$ cat src/rtl/tag_rx_sweep_ctrl_pkg.sv
// ---------------------------------------------------------------------------
// tag_rx_sweep_ctrl_pkg
//   Shared definitions for the tag RX chirp phase sequencer:
//   FSM state encoding, configuration register addresses and the values
//   the configuration bank returns to on reset.
// ---------------------------------------------------------------------------
package tag_rx_sweep_ctrl_pkg;

    typedef enum logic [1:0] {
        ST_IDLE  = 2'd0,
        ST_SWEEP = 2'd1,
        ST_GAP   = 2'd2,
        ST_DONE  = 2'd3
    } sweep_state_t;

    localparam logic [2:0] CFG_ADDR_START_PH     = 3'd0;
    localparam logic [2:0] CFG_ADDR_START_PH_INC = 3'd1;
    localparam logic [2:0] CFG_ADDR_DPH_INC      = 3'd2;
    localparam logic [2:0] CFG_ADDR_NSIG         = 3'd3;
    localparam logic [2:0] CFG_ADDR_NSYMB        = 3'd4;
    localparam logic [2:0] CFG_ADDR_NPH_SHIFT    = 3'd5;
    localparam logic [2:0] CFG_ADDR_NLOC         = 3'd6;
    localparam logic [2:0] CFG_ADDR_GAP          = 3'd7;

    // Defaults are 32-bit and truncated to the field width where used.
    // DEF_DPH_INC is -131072 in two's complement.
    localparam logic [31:0] DEF_START_PH     = 32'd0;
    localparam logic [31:0] DEF_START_PH_INC = 32'd4194304;
    localparam logic [31:0] DEF_DPH_INC      = 32'hFFFE_0000;
    localparam logic [31:0] DEF_NSIG         = 32'd262144;
    localparam logic [31:0] DEF_NSYMB        = 32'd64;
    localparam logic [31:0] DEF_NPH_SHIFT    = 32'd0;
    localparam logic [31:0] DEF_NLOC         = 32'd7;
    localparam logic [31:0] DEF_GAP          = 32'd0;

endpackage

$ cat src/rtl/tag_rx_sweep_ctrl_cfg.sv
// ---------------------------------------------------------------------------
// tag_rx_sweep_ctrl_cfg
//   Shadow/active configuration bank for the sweep sequencer.
//   Writes always land in the shadow bank. The active bank is copied from
//   the shadow bank when 'latch' is high (an accepted start); count fields
//   of zero are stored as one so the sequencer never sees an empty loop.
//   The outputs are a "launch view": on the latch cycle they already show
//   the values about to become active, so the top can load its accumulators
//   in the same cycle it accepts start.
// Ports
//   clk, clear                 clock, synchronous clear to defaults
//   cfg_wr/cfg_addr/cfg_data   register write port
//   latch                      copy shadow -> active this cycle
//   start_ph .. gap            current view of the sweep configuration
// ---------------------------------------------------------------------------
module tag_rx_sweep_ctrl_cfg
    import tag_rx_sweep_ctrl_pkg::*;
#(
    parameter int PHASE_WIDTH = 24,
    parameter int NSIG_WIDTH  = 24,
    parameter int NSYMB_WIDTH = 16,
    parameter int NLOC_WIDTH  = 3,
    parameter int GAP_WIDTH   = 16
) (
    input  logic                   clk,
    input  logic                   clear,
    input  logic                   cfg_wr,
    input  logic [2:0]             cfg_addr,
    input  logic [31:0]            cfg_data,
    input  logic                   latch,
    output logic [PHASE_WIDTH-1:0] start_ph,
    output logic [PHASE_WIDTH-1:0] start_ph_inc,
    output logic [PHASE_WIDTH-1:0] dph_inc,
    output logic [PHASE_WIDTH-1:0] nph_shift,
    output logic [NSIG_WIDTH-1:0]  nsig,
    output logic [NSYMB_WIDTH-1:0] nsymb,
    output logic [NLOC_WIDTH-1:0]  nloc,
    output logic [GAP_WIDTH-1:0]   gap
);

    logic [PHASE_WIDTH-1:0] sh_start_ph_reg, sh_start_ph_inc_reg, sh_dph_inc_reg, sh_nph_shift_reg;
    logic [NSIG_WIDTH-1:0]  sh_nsig_reg;
    logic [NSYMB_WIDTH-1:0] sh_nsymb_reg;
    logic [NLOC_WIDTH-1:0]  sh_nloc_reg;
    logic [GAP_WIDTH-1:0]   sh_gap_reg;

    logic [PHASE_WIDTH-1:0] act_start_ph_reg, act_start_ph_inc_reg, act_dph_inc_reg, act_nph_shift_reg;
    logic [NSIG_WIDTH-1:0]  act_nsig_reg;
    logic [NSYMB_WIDTH-1:0] act_nsymb_reg;
    logic [NLOC_WIDTH-1:0]  act_nloc_reg;
    logic [GAP_WIDTH-1:0]   act_gap_reg;

    logic [NSIG_WIDTH-1:0]  sh_nsig_min1;
    logic [NSYMB_WIDTH-1:0] sh_nsymb_min1;
    logic [NLOC_WIDTH-1:0]  sh_nloc_min1;

    // Upper data bits beyond each field width are intentionally dropped.
    logic unused_cfg_data;
    assign unused_cfg_data = ^cfg_data;

    assign sh_nsig_min1  = (sh_nsig_reg  == '0) ? NSIG_WIDTH'(1)  : sh_nsig_reg;
    assign sh_nsymb_min1 = (sh_nsymb_reg == '0) ? NSYMB_WIDTH'(1) : sh_nsymb_reg;
    assign sh_nloc_min1  = (sh_nloc_reg  == '0) ? NLOC_WIDTH'(1)  : sh_nloc_reg;

    always_ff @(posedge clk) begin
        if (clear) begin
            sh_start_ph_reg     <= PHASE_WIDTH'(DEF_START_PH);
            sh_start_ph_inc_reg <= PHASE_WIDTH'(DEF_START_PH_INC);
            sh_dph_inc_reg      <= PHASE_WIDTH'(DEF_DPH_INC);
            sh_nph_shift_reg    <= PHASE_WIDTH'(DEF_NPH_SHIFT);
            sh_nsig_reg         <= NSIG_WIDTH'(DEF_NSIG);
            sh_nsymb_reg        <= NSYMB_WIDTH'(DEF_NSYMB);
            sh_nloc_reg         <= NLOC_WIDTH'(DEF_NLOC);
            sh_gap_reg          <= GAP_WIDTH'(DEF_GAP);
        end else if (cfg_wr) begin
            case (cfg_addr)
                CFG_ADDR_START_PH:     sh_start_ph_reg     <= cfg_data[PHASE_WIDTH-1:0];
                CFG_ADDR_START_PH_INC: sh_start_ph_inc_reg <= cfg_data[PHASE_WIDTH-1:0];
                CFG_ADDR_DPH_INC:      sh_dph_inc_reg      <= cfg_data[PHASE_WIDTH-1:0];
                CFG_ADDR_NSIG:         sh_nsig_reg         <= cfg_data[NSIG_WIDTH-1:0];
                CFG_ADDR_NSYMB:        sh_nsymb_reg        <= cfg_data[NSYMB_WIDTH-1:0];
                CFG_ADDR_NPH_SHIFT:    sh_nph_shift_reg    <= cfg_data[PHASE_WIDTH-1:0];
                CFG_ADDR_NLOC:         sh_nloc_reg         <= cfg_data[NLOC_WIDTH-1:0];
                CFG_ADDR_GAP:          sh_gap_reg          <= cfg_data[GAP_WIDTH-1:0];
                default: ;
            endcase
        end
    end

    always_ff @(posedge clk) begin
        if (clear) begin
            act_start_ph_reg     <= PHASE_WIDTH'(DEF_START_PH);
            act_start_ph_inc_reg <= PHASE_WIDTH'(DEF_START_PH_INC);
            act_dph_inc_reg      <= PHASE_WIDTH'(DEF_DPH_INC);
            act_nph_shift_reg    <= PHASE_WIDTH'(DEF_NPH_SHIFT);
            act_nsig_reg         <= NSIG_WIDTH'(DEF_NSIG);
            act_nsymb_reg        <= NSYMB_WIDTH'(DEF_NSYMB);
            act_nloc_reg         <= NLOC_WIDTH'(DEF_NLOC);
            act_gap_reg          <= GAP_WIDTH'(DEF_GAP);
        end else if (latch) begin
            act_start_ph_reg     <= sh_start_ph_reg;
            act_start_ph_inc_reg <= sh_start_ph_inc_reg;
            act_dph_inc_reg      <= sh_dph_inc_reg;
            act_nph_shift_reg    <= sh_nph_shift_reg;
            act_nsig_reg         <= sh_nsig_min1;
            act_nsymb_reg        <= sh_nsymb_min1;
            act_nloc_reg         <= sh_nloc_min1;
            act_gap_reg          <= sh_gap_reg;
        end
    end

    assign start_ph     = latch ? sh_start_ph_reg     : act_start_ph_reg;
    assign start_ph_inc = latch ? sh_start_ph_inc_reg : act_start_ph_inc_reg;
    assign dph_inc      = latch ? sh_dph_inc_reg      : act_dph_inc_reg;
    assign nph_shift    = latch ? sh_nph_shift_reg    : act_nph_shift_reg;
    assign nsig         = latch ? sh_nsig_min1        : act_nsig_reg;
    assign nsymb        = latch ? sh_nsymb_min1       : act_nsymb_reg;
    assign nloc         = latch ? sh_nloc_min1        : act_nloc_reg;
    assign gap          = latch ? sh_gap_reg          : act_gap_reg;

endmodule

$ cat src/rtl/tag_rx_sweep_ctrl.sv
// ---------------------------------------------------------------------------
// tag_rx_sweep_ctrl
//   Chirp phase sequencer for the tag RX downconverter DDS.
//   Emits NLOC x NSYMB x NSIG phase words on an AXI-Stream style interface.
//   Sample k of symbol s carries
//       start_ph - s*nph_shift + k*(start_ph_inc + s*dph_inc)   (mod 2^PHASE_WIDTH)
//   built incrementally from three accumulators: current phase, current
//   per-sample increment and current symbol base.
// Ports
//   clk, reset_n, srst          clock; sync active-low reset; sync active-high clear
//   cfg_wr/cfg_addr/cfg_data    configuration writes (shadow bank)
//   start, stop                 launch sweep (IDLE only); graceful abort at next tlast
//   busy                        high while SWEEP/GAP/DONE
//   phase_tdata/tvalid/tready/tlast   phase stream, tlast marks last sample of a symbol
//   symb_idx, loc_idx           indices of the beat currently on tdata
//   sync_ready                  pulse on the tlast beat of each location's last symbol
//   done                        pulse on the final beat of a completed (not aborted) sweep
// ---------------------------------------------------------------------------
module tag_rx_sweep_ctrl
    import tag_rx_sweep_ctrl_pkg::*;
#(
    parameter int PHASE_WIDTH = 24,
    parameter int NSIG_WIDTH  = 24,
    parameter int NSYMB_WIDTH = 16,
    parameter int NLOC_WIDTH  = 3,
    parameter int GAP_WIDTH   = 16
) (
    input  logic                   clk,
    input  logic                   reset_n,
    input  logic                   srst,
    input  logic                   cfg_wr,
    input  logic [2:0]             cfg_addr,
    input  logic [31:0]            cfg_data,
    input  logic                   start,
    input  logic                   stop,
    output logic                   busy,
    output logic [PHASE_WIDTH-1:0] phase_tdata,
    output logic                   phase_tvalid,
    input  logic                   phase_tready,
    output logic                   phase_tlast,
    output logic [NSYMB_WIDTH-1:0] symb_idx,
    output logic [NLOC_WIDTH-1:0]  loc_idx,
    output logic                   sync_ready,
    output logic                   done
);

    localparam logic [NSIG_WIDTH-1:0]  NSIG_ONE  = NSIG_WIDTH'(1);
    localparam logic [NSYMB_WIDTH-1:0] NSYMB_ONE = NSYMB_WIDTH'(1);
    localparam logic [NLOC_WIDTH-1:0]  NLOC_ONE  = NLOC_WIDTH'(1);
    localparam logic [GAP_WIDTH-1:0]   GAP_ONE   = GAP_WIDTH'(1);

    logic clear;
    assign clear = !reset_n || srst;

    sweep_state_t state_reg, state_next;

    logic [PHASE_WIDTH-1:0] phase_reg, inc_reg, base_reg;
    logic [NSIG_WIDTH-1:0]  samp_reg;
    logic [NSYMB_WIDTH-1:0] symb_reg;
    logic [NLOC_WIDTH-1:0]  loc_reg;
    logic [GAP_WIDTH-1:0]   gap_cnt_reg;
    logic                   stop_pend_reg;

    logic [PHASE_WIDTH-1:0] c_start_ph, c_start_ph_inc, c_dph_inc, c_nph_shift;
    logic [NSIG_WIDTH-1:0]  c_nsig;
    logic [NSYMB_WIDTH-1:0] c_nsymb;
    logic [NLOC_WIDTH-1:0]  c_nloc;
    logic [GAP_WIDTH-1:0]   c_gap;

    logic latch, beat, last_samp, last_symb, last_loc, stop_now, sym_end;

    // start is only accepted from IDLE; a simultaneous stop is simply not latched.
    assign latch = (state_reg == ST_IDLE) && start;

    tag_rx_sweep_ctrl_cfg #(
        .PHASE_WIDTH (PHASE_WIDTH),
        .NSIG_WIDTH  (NSIG_WIDTH),
        .NSYMB_WIDTH (NSYMB_WIDTH),
        .NLOC_WIDTH  (NLOC_WIDTH),
        .GAP_WIDTH   (GAP_WIDTH)
    ) u_cfg (
        .clk          (clk),
        .clear        (clear),
        .cfg_wr       (cfg_wr),
        .cfg_addr     (cfg_addr),
        .cfg_data     (cfg_data),
        .latch        (latch),
        .start_ph     (c_start_ph),
        .start_ph_inc (c_start_ph_inc),
        .dph_inc      (c_dph_inc),
        .nph_shift    (c_nph_shift),
        .nsig         (c_nsig),
        .nsymb        (c_nsymb),
        .nloc         (c_nloc),
        .gap          (c_gap)
    );

    assign beat      = (state_reg == ST_SWEEP) && phase_tready;
    assign last_samp = (samp_reg == c_nsig - NSIG_ONE);
    assign last_symb = (symb_reg == c_nsymb - NSYMB_ONE);
    assign last_loc  = (loc_reg == c_nloc - NLOC_ONE);
    // A stop arriving on the tlast beat itself is honoured on that beat.
    assign stop_now  = stop_pend_reg || stop;
    assign sym_end   = beat && last_samp;

    assign busy         = (state_reg != ST_IDLE);
    assign phase_tvalid = (state_reg == ST_SWEEP);
    assign phase_tdata  = phase_reg;
    assign phase_tlast  = (state_reg == ST_SWEEP) && last_samp;
    assign symb_idx     = symb_reg;
    assign loc_idx      = loc_reg;
    assign sync_ready   = sym_end && last_symb;
    assign done         = sym_end && last_symb && last_loc && !stop_now;

    always_ff @(posedge clk) begin
        if (clear) begin
            state_reg <= ST_IDLE;
        end else begin
            state_reg <= state_next;
        end
    end

    always_comb begin
        state_next = state_reg;
        case (state_reg)
            ST_IDLE: begin
                if (start) begin
                    state_next = ST_SWEEP;
                end
            end
            ST_SWEEP: begin
                if (sym_end) begin
                    if ((last_symb && last_loc) || stop_now) begin
                        state_next = ST_DONE;
                    end else if (c_gap != '0) begin
                        state_next = ST_GAP;
                    end
                end
            end
            ST_GAP: begin
                if (stop_now) begin
                    state_next = ST_DONE;
                end else if (gap_cnt_reg == GAP_ONE) begin
                    state_next = ST_SWEEP;
                end
            end
            ST_DONE: state_next = ST_IDLE;
            default: state_next = ST_IDLE;
        endcase
    end

    always_ff @(posedge clk) begin
        if (clear) begin
            phase_reg     <= '0;
            inc_reg       <= '0;
            base_reg      <= '0;
            samp_reg      <= '0;
            symb_reg      <= '0;
            loc_reg       <= '0;
            gap_cnt_reg   <= '0;
            stop_pend_reg <= 1'b0;
        end else begin
            case (state_reg)
                ST_IDLE: begin
                    if (start) begin
                        phase_reg     <= c_start_ph;
                        base_reg      <= c_start_ph;
                        inc_reg       <= c_start_ph_inc;
                        samp_reg      <= '0;
                        symb_reg      <= '0;
                        loc_reg       <= '0;
                        stop_pend_reg <= 1'b0;
                    end
                end
                ST_SWEEP: begin
                    if (stop) begin
                        stop_pend_reg <= 1'b1;
                    end
                    if (beat) begin
                        if (last_samp) begin
                            samp_reg    <= '0;
                            gap_cnt_reg <= c_gap;
                            if (last_symb) begin
                                // Next location restarts the symbol pattern.
                                symb_reg  <= '0;
                                inc_reg   <= c_start_ph_inc;
                                base_reg  <= c_start_ph;
                                phase_reg <= c_start_ph;
                                if (!last_loc) begin
                                    loc_reg <= loc_reg + NLOC_ONE;
                                end
                            end else begin
                                symb_reg  <= symb_reg + NSYMB_ONE;
                                inc_reg   <= inc_reg + c_dph_inc;
                                base_reg  <= base_reg - c_nph_shift;
                                phase_reg <= base_reg - c_nph_shift;
                            end
                        end else begin
                            samp_reg  <= samp_reg + NSIG_ONE;
                            phase_reg <= phase_reg + inc_reg;
                        end
                    end
                end
                ST_GAP: begin
                    if (stop) begin
                        stop_pend_reg <= 1'b1;
                    end
                    gap_cnt_reg <= gap_cnt_reg - GAP_ONE;
                end
                ST_DONE: begin
                    stop_pend_reg <= 1'b0;
                end
                default: ;
            endcase
        end
    end

endmodule

$ cat config.mk
export PLATFORM = sky130hd
export DESIGN_NAME = tag_rx_sweep_ctrl
export DESIGN_NICKNAME = d
export VERILOG_FILES = /design/src/rtl/tag_rx_sweep_ctrl_pkg.sv /design/src/rtl/tag_rx_sweep_ctrl_cfg.sv /design/src/rtl/tag_rx_sweep_ctrl.sv
export SDC_FILE = /design/constraint.sdc
export NUM_CORES = 1
export LEC_CHECK = 0
export ABC_AREA = 0
export BUFFER_PORTS_ARGS = -buffer_cell sky130_fd_sc_hd__buf_2
export CAP_MARGIN = 25
export CORE_AREA = 2 2 206 208
export CTS_CLUSTER_DIAMETER = 150
export DETAILED_ROUTE_END_ITERATION = 12
export DIE_AREA = 0 0 208 210
export PLACE_DENSITY_LB_ADDON = 0.08
export RECOVER_POWER = 100
export REMOVE_ABC_BUFFERS = 1
export SKIP_CTS_REPAIR_TIMING = 1
export SYNTH_ARGS = -nofsm -noshare
export SYNTH_HDL_FRONTEND = slang
export SYNTH_SLANG_ARGS = --single-unit
$ cat constraint.sdc
create_clock -name clk -period 6.1 [get_ports clk]
set_input_delay 0.61 -clock clk [delete_from_list [all_inputs] [get_ports clk]]
set_output_delay 0.61 -clock clk [all_outputs]
set_load 0.05 [all_outputs]
Word-level counts from Yosys, hierarchy flattened
Cells that the tools add are included.

Add/sub/neg operators: 10. Eq/ne operators: 23. Multiplexer cells: 52. Reduce and logical (&&, ||, !) cells: 37.

Operator list (count): $mux W24 (19); $pmux W24 S2 (4); $mux W16 (9); $pmux W16 S2 (2); $add A24 B24 Y24 (2); $sub A16 B1 Y16 const B (2); $add A24 B1 Y24 const B (1); $eq A24 B24 Y1 (1); $logic_not A24 Y1 (1); $sub A24 B1 Y24 const B (1); $sub A24 B24 Y24 (1); $mux W3 (7); $reduce_and A2 Y1 (9); $add A16 B1 Y16 const B (1); $eq A16 B1 Y1 const B (1); $eq A16 B16 Y1 (1); $logic_not A16 Y1 (1); $reduce_bool A16 Y1 (1); $eq A3 B3 Y1 const B (4); $mux W2 (6); $ne A2 B1 Y1 const B (5); $logic_and A1 B1 Y1 (8); $pmux W2 S4 (1); $reduce_and A4 Y1 (2); 21 further kinds (32).

Bits in registers: 444. Input bits: 42. Output and inout port bits: 48.

Depth between registers and ports, before layout
Gate-level depths: netlist (run 1).

Depth after elaboration: 10. Depth in mapped cells: 27.

By module
Synthesis (run 1) repeated with hierarchy kept, for this count alone.

Cell total of the unflattened synthesis: 2721. Area, all modules: 23050.9 µm².

By module, submodules not included: tag_rx_sweep_ctrl (times used 1, cells an instance 1512, area an instance 11558.6 µm², seq. area each 2682.6 µm²); tag_rx_sweep_ctrl_cfg (times used 1, cells an instance 1209, area an instance 11492.3 µm², seq. area each 6206.0 µm²).

Worst setup path after synthesis (run 1)
Ideal clock, no wire load.

Path kind: reg-to-output. Start point: reg state_reg[1]. End point: out done. Data arrival time: 8.435 ns. Data required time: 5.490 ns. Slack: -2.945 ns. Cell stages (with the launch flop): 23. Path buffers: 8. Cells stage by stage: dfxtp_1 inv_1 ha_1 buf_6 nand2_2 buf_4 buf_4 buf_2 buf_1 buf_1 buf_2 buf_2 mux2i_1 ha_1 o2111ai_1 nor3_1 nand4b_1 o311a_1 a211oi_2 nand4_1 nor4_1 and2_1 nor4b_1.

Longest elaborated chain between the ends: 9.

RTL lines: start: declaration (line tag_rx_sweep_ctrl.sv:55) `sweep_state_t state_reg, state_next;`; start signal: assignment (line tag_rx_sweep_ctrl.sv:119) `state_reg <= state_next;`; $logic_not A2 Y1 (line tag_rx_sweep_ctrl.sv:73) `assign latch = (state_reg == ST_IDLE) && start;`; $logic_and A1 B1 Y1 (line tag_rx_sweep_ctrl.sv:73); $mux W24 (line tag_rx_sweep_ctrl_cfg.sv:116) `assign nsig = latch ? sh_nsig_min1 : act_nsig_reg;`; $sub A24 B1 Y24 (line tag_rx_sweep_ctrl.sv:99) `assign last_samp = (samp_reg == c_nsig - NSIG_ONE);`; $eq A24 B24 Y1 (line tag_rx_sweep_ctrl.sv:99); $logic_and A1 B1 Y1 (line tag_rx_sweep_ctrl.sv:104) `assign sym_end = beat && last_samp;`; $logic_and A1 B1 Y1 *; via sync_ready (line tag_rx_sweep_ctrl.sv:43) `output logic sync_ready,`; $logic_and A1 B1 Y1 * (2 in a row) (line tag_rx_sweep_ctrl.sv:113) `assign done = sym_end && last_symb && last_loc && !stop_now;`; end: declaration (line tag_rx_sweep_ctrl.sv:44) `output logic done`.

Mark *: on every way through the listed nets, which the timed path passes. The rest lies on a longest branch.

Worst setup path after layout (run 1)
Start point: reg state_reg[0]. End point: reg phase_reg[1], in the netlist phase_tdata[1].

Longest elaborated chain between the ends: 9.

RTL lines: $logic_not A2 Y1 (line tag_rx_sweep_ctrl.sv:73, tag_rx_sweep_ctrl.sv:163); $logic_and A1 B1 Y1 (line tag_rx_sweep_ctrl.sv:73); $mux W16 (line tag_rx_sweep_ctrl_cfg.sv:117) `assign nsymb = latch ? sh_nsymb_min1 : act_nsymb_reg;`; $sub A16 B1 Y16 (line tag_rx_sweep_ctrl.sv:100) `assign last_symb = (symb_reg == c_nsymb - NSYMB_ONE);`; $eq A16 B16 Y1 (line tag_rx_sweep_ctrl.sv:100); $mux W24 (line tag_rx_sweep_ctrl.sv:183) `if (last_symb) begin`; $mux W24 (line tag_rx_sweep_ctrl.sv:180) `if (last_samp) begin`; $mux W24 (line tag_rx_sweep_ctrl.sv:179) `if (beat) begin`; $pmux W24 S2 (line tag_rx_sweep_ctrl.sv:163) `case (state_reg)`; end signal: assignment (line tag_rx_sweep_ctrl.sv:166) `phase_reg <= c_start_ph;`; end signal: assignment (line tag_rx_sweep_ctrl.sv:188) `phase_reg <= c_start_ph;`; end signal: assignment (line tag_rx_sweep_ctrl.sv:196) `phase_reg <= base_reg - c_nph_shift;`; end: declaration (line tag_rx_sweep_ctrl.sv:57) `logic [PHASE_WIDTH-1:0] phase_reg, inc_reg, base_reg;`.

Several ways; a longest one is shown, not always the timed one. The select of a mux whose other input is x is not followed. A chain may end at the register's enable or synchronous reset.

==> impl_results.md, run 1 <==
* Share of post-route cells with drive strength above 1 at 6.94%
* Worst path slowest cell: clkbuf_1
* Min Tclk post-route at 5.74 ns
* Post-Syn Area at 22900 um^2
* Buffers on Ports at 81
* Crit path depth at 18
* Worst r2r src: state_reg[0]$_SDFFE_PP0P_
* Yosys warnings at 0
* Fillers at 3778
* Largest net degree at the start of global routing at 183
* Lkg Pwr at 10.1 nW
* Clk_lat worst skew at 0.59 ns
* Max Fclk at 174 MHz
* Post-detail-place hpwl at 47500 um
* Main synth FF type: dfxtp_1
* Sequential area share after synthesis at 38.9%
* Setup violators final at 0
* Critical Path Source Type: flip-flop
* Core Rows at 75
* Die Ht at 210 um
* 1st-pass router iterations at 7
* Cells along the critical path: inv_1, ha_4, buf_4, and4bb_1, nand3_1, o21ai_1, inv_1, ha_1, o2111ai_1, nor4_2, a221o_1, o311ai_1, o22a_1, nand4_1, clkbuf_1, clkinv_1, nand3_1, a221oi_1
* Critical path launch point: state_reg[0]$_SDFFE_PP0P_
* Via count at 20800
* Post-synthesis sequential element count at 444
* Max Slew Vio Count at 463
* Initial Utilization at 55.1%
* Antenna fix cells at 0
* Crit-path leading delay family: buffers and inverters
* CTS Buffer Depth at 3
* Max VDD drop at 196 uV
* GPL Wtd Cong at 0.932
* Hold/Removal Path Class: input port to flip-flop
* Outcome: complete, but fails checks
* Worst-path maximum fanout at 20
* Worst Tran Pin Value at 3.77 ns
* Crit. End Element: flip-flop
* Inserted Clock Buffers at 49
* Pwr dens at 281 nW/um^2
* Crit Path Class: flip-flop to flip-flop
* EDFF count, synth at 0
* IO Pins at 90
* Final period util at 94.1%
* Worst EP arrival at 6.05 ns
* Mean area per synthesized cell at 8.02 um^2
* Power, Total at 7.12 mW
* Share of synthesized flip-flops with an asynchronous set or reset at 0%
* RSZ-0062 raised after global routing: false
* CTS H-tree depth at 2
* First-pass GRT wire length at 108000 um
* Layout Nets at 3000
* Routed Antenna Nets at 0
* Vias per cell at 6.02
* Max cap viols at 8
* Synth unique cells at 92
* Total global-route track usage at 30.9%
* Hold_ws at 0.359 ns
* Core area at 41500 um^2
* Grt ovf at 0
* Buf/Inv on CP at 5
* Wire per inst at 20.0 um
* Initial DRC count at 1814
* Routed wire length at 68900 um
* Final Hold Fails at 0
* CTS tree: done
* Skew final at 0.0148 ns
* DIE WIDTH at 208 um
* Min-delay src: cfg_data[23]
* Reg2reg path depth at 18
* Root Driver: clkbuf_16
* Hold Path Stages at 3
* Layout area overhead at 10.9%
* Clock-pin transition on the worst setup and hold timing paths at 0.06 ns
* Slew HR at -151%
* Mapped Cells at 2851
* Total die area at 43700 um^2
* Initial antenna violation count at 0
* Slowest stage delay, CP at 0.95 ns
* CP Data Required Time at 6.41 ns
* Residual DRC at 0
* Clock sink total at 444
* Failing checks: capacitance limit, slew limit
* Vias in the first global route at 19500
[area by class of cell]
type | count | area [um^2] | area share, %
multi-input cells | 2202 | 13200 | 51.9
well taps | 539 | 674 | 2.66
clock buffers | 72 | 1490 | 5.86
inverters | 43 | 161 | 0.637
clock inverters | 17 | 224 | 0.883
repair buffers | 134 | 768 | 3.03
flip-flops and latches | 444 | 8890 | 35.1
[cell families after synthesis]
| group | count (synthesis) | synth area share [%] |
|---|---|---|
| buffers and inverters | 205 | 3.76 |
| XOR/XNOR | 122 | 4.73 |
| AND/OR/NAND/NOR | 1211 | 23.9 |
| adder cells (fa/ha/maj) | 84 | 4.69 |
| AO/OA/AOI/OAI | 648 | 18.0 |
| flip-flops | 444 | 38.9 |
| multiplexers | 137 | 6.05 |
[worst paths after layout]
| kind | endpoint | slack, ns |
|---|---|---|
| setup / recovery | phase_tdata[1]$_SDFFE_PP0P_ | 0.36 |
| setup reg to reg | phase_tdata[1]$_SDFFE_PP0P_ | 0.36 |
| hold reg to reg | u_cfg.sh_nph_shift_reg[7]$_SDFFE_PP0P_ | 0.45 |
| hold / removal | u_cfg.sh_start_ph_inc_reg[23]$_SDFFE_PP0P_ | 0.36 |
[synth_stat cells, types with 7 or more instances]
| master | count | share of area, % |
|---|---|---|
| o21ai_0 | 74 | 1.6 |
| a31oi_1 | 13 | 0.36 |
| o21bai_1 | 8 | 0.26 |
| and3_1 | 44 | 1.2 |
| nand2_1 | 522 | 8.6 |
| o221ai_1 | 10 | 0.38 |
| inv_1 | 41 | 0.67 |
| buf_2 | 18 | 0.39 |
| o21a_1 | 25 | 0.82 |
| a21o_1 | 26 | 0.85 |
| nor2b_1 | 13 | 0.36 |
| o211ai_1 | 22 | 0.72 |
| nor3_1 | 76 | 1.7 |
| dfxtp_1 | 444 | 39 |
| xnor2_1 | 68 | 2.6 |
| mux2i_1 | 130 | 5.7 |
| clkbuf_1 | 120 | 2.0 |
| a211oi_1 | 45 | 1.5 |
| o22ai_1 | 11 | 0.30 |
| and2_1 | 20 | 0.55 |
| or3_1 | 17 | 0.47 |
| a21oi_1 | 293 | 6.4 |
| nor2_1 | 315 | 5.2 |
| ha_1 | 81 | 4.4 |
| buf_1 | 11 | 0.18 |
| nand4_1 | 27 | 0.74 |
| xor2_1 | 53 | 2.0 |
| o32ai_1 | 9 | 0.34 |
| or2_2 | 8 | 0.22 |
| nor4_1 | 21 | 0.57 |
| nand4b_1 | 9 | 0.34 |
| o211a_1 | 10 | 0.44 |
| nand2b_1 | 22 | 0.60 |
| a211o_1 | 12 | 0.46 |
| a21boi_0 | 9 | 0.30 |
| o31a_1 | 7 | 0.27 |
| nand3_1 | 75 | 1.6 |
[layout by cell type (no fill, tap or decap), drive strengths merged, types with 27 or more instances in the layout]
master,n
nand2,523
dfxtp,444
nor2,315
a21oi,294
clkbuf,137
mux2i,131
ha,81
o21ai,80
nor3,77
nand3,75
buf,69
xnor2,68
xor2,53
a211oi,48
and3,44
inv,42
nand4,27
[worst min-delay path: cells and delay by family]
family          cells  cell delay (ns)
buf+inv             1             0.16
simple gates        1             0.07
compound gates      1             0.05
[power by group]
part,total (mW),internal [mW],switching (mW)
clock network,3.13,1.89,1.24
logic,1.01,0.335,0.677
registers,2.97,2.94,0.0337
[metrics by stage]
stage,util (%),cell area (um^2),TNS (ns),worst slack (ns),cells
after detailed placement,57.3,23800,0,0.575,3357
final,61.1,25400,0,0.360,3451
after global routing,61.1,25400,0,0.0863,3451
after floorplan,-,22200,-596.13,-4.27,2689
after global placement,57.2,23700,0,0.635,3355
after CTS,61.5,25500,-0.0765,-0.0765,3446
[layer usage]
layer  vias to the layer above  track usage, %  wire length, um
met2                       646            50.0            31200
met5                         -               0                0
li1                      10100               -                -
met1                      9915            41.8            30700
met3                       143            4.53             4510
met4                         0            12.0             2470
Power figures use the tool's default switching activity.
==> run 2, diff against run 1 <==
Settings changed: CORE_AREA 2 2 206 208 to 2 2 217 219, DIE_AREA 0 0 208 210 to 0 0 219 221, PLACE_DENSITY set to 0.67, PLACE_DENSITY_LB_ADDON 0.08 to unset.
==> impl_results.md, run 2 (synthesis results as in run 1) <==
* Outcome: complete, but fails checks
* Failing checks: capacitance limit, slew limit
* Clock sink total at 444
* Power, Total at 7.04 mW
* Initial DRC count at 1799
* Min-delay src: cfg_data[21]
* Vias in the first global route at 19800
* FF-to-FF setup slack at 0.42 ns
* Layout Nets at 2990
* Wire per inst at 19.4 um
* Max Slew Vio Count at 440
* Most frequent cells in the layout: nand2_1 (522), dfxtp_1 (444), nor2_1 (314), a21oi_1 (292), mux2i_1 (130)
* CTS Buffer Depth at 3
* Buffers on Ports at 81
* Max Fclk at 172 MHz
* Clock-pin transition on the worst setup and hold timing paths at 0.06 ns
* Critical Path Source Type: flip-flop
* Initial antenna violation count at 0
* Total die area at 48400 um^2
* Dpl cells at 3419
* Vias per cell at 5.89
* Initial Utilization at 49.7%
* Lkg Pwr at 10.0 nW
* First-pass GRT wire length at 107000 um
* Fillers at 4396
* Worst Tran Pin Value at 4.47 ns
* Non-Filler Instances at 3513
* CP Data Required Time at 5.49 ns
* Final WS setup at 0.295 ns
* 1st-pass router iterations at 7
* Core area at 46100 um^2
* Pwr dens at 278 nW/um^2
* Grt ovf at 0
* Worst-path maximum fanout at 20
* Inserted Clock Buffers at 47
* Residual DRC at 0
* Setup slack at placement at 0.555 ns
* Crit Path Class: flip-flop to output pin
* IO Pins at 90
* CTS tree: done
* Final Hold Fails at 0
* Worst r2r src: state_reg[0]$_SDFFE_PP0P_
* Max VDD drop at 245 uV
* Slew HR at -198%
* Largest net degree at the start of global routing at 215
* Via count at 20700
* Critical path launch point: state_reg[0]$_SDFFE_PP0P_
* RR Endpoint: state_reg[0]$_SDFFE_PP0P_
* Routed Antenna Nets at 0
* Reg2reg path depth at 16
* Max cap viols at 7
* Total global-route track usage at 27.7%
* Root Driver: clkbuf_16
* RSZ-0062 raised after global routing: false
* Crit. End Element: output pin
* CTS H-tree depth at 2
* Core Rows at 79
* Clk_lat worst skew at 0.59 ns
* Final period util at 95.2%
* DIE WIDTH at 219 um
* Hold Path End: u_cfg.sh_start_ph_inc_reg[21]$_SDFFE_PP0P_
* Post-detail-place hpwl at 47100 um
* GPL Wtd Cong at 0.925
* Routed wire length at 68100 um
* Skew final at 0.0189 ns
* Share of post-route cells with drive strength above 1 at 6.85%
* Worst EP arrival at 5.20 ns
* Layout area overhead at 10.8%
* Hold/Removal Path Class: input port to flip-flop
* Post-layout util at 55.0%
* Die Ht at 221 um
* Min Tclk post-route at 5.81 ns
* Setup violators final at 0
* Hold Path Stages at 3
* Commonest non-fill, non-tap cell in the layout: nand2_1
==> run 2: cell types whose count changed in the layout (fill, tap and decap cells not counted), moves of 2 or more <==
cell	previous run	this run
clkbuf_2	4	2
clkbuf_4	2	0
buf_12	3	1
diode_2	0	3
clkbuf_8	13	7
clkinv_4	0	3
buf_4	29	32
bufinv_16	5	7
clkinvlp_4	4	2
clkbuf_16	51	48
==> run 2: worst max-delay path by stage <==
stage	to	slack [ns]	cells past startpoint
2_1_floorplan	done	-4.27	16
3_3_place_gp	done	0.58	17
3_5_place_dp	done	0.56	17
4_1_cts	done	0.06	15
5_1_grt	done	0.02	15
6_report	done	0.29	15
==> run 2: area by class of cell <==
type	instances	area, um^2	share of cell area (%)
multi-input combinational	2202	13200	52.0
sequential	444	8890	35.1
clock buffer	65	1340	5.27
tap	607	759	3.00
timing repair buffer	126	671	2.65
clock inverter	23	325	1.28
inverter	43	161	0.637
antenna	3	7.51	0.0296
==> run 2: metrics by stage <==
| stage | hold slack, ns | cell area (um^2) | TNS, ns |
|---|---|---|---|
| 2_1_floorplan | 0.433 | 22200 | -596.13 |
| 5_1_grt | 0.346 | 25300 | 0 |
| 4_1_cts | 0.333 | 25400 | 0 |
| 3_5_place_dp | 0.446 | 23800 | 0 |
| 6_report | 0.361 | 25300 | 0 |
| 3_3_place_gp | 0.441 | 23800 | 0 |
==> run 2: per-layer routing <==
metal	global-route usage, %	routed length (um)	vias to the layer above
met4	10.5	2320	0
met5	0	0	-
li1	-	-	10100
met3	3.46	4090	135
met2	46.0	31900	588
met1	36.5	29800	9896
==> run 2: power by group <==
group	internal [mW]	total (mW)	switching, mW	leakage (nW)
registers	2.94	2.97	0.0316	3.58
clock network	1.84	3.06	1.23	0.812
logic	0.329	1.00	0.672	5.62
==> run 2: critical path, cell delays in order, from the launching register on <==
cell and delay, ns:
dfxtp_1 0.37, inv_1 0.11, ha_2 0.30, nand2_8 0.17, buf_4 0.34, mux2i_1 0.30
ha_1 0.25, o2111ai_1 0.26, nor4_1 0.66, nand2_1 0.18, o311ai_2 0.35, o22ai_1 0.19
nor4_2 0.30, and2_1 0.22, nor4b_2 0.28, buf_2 0.33
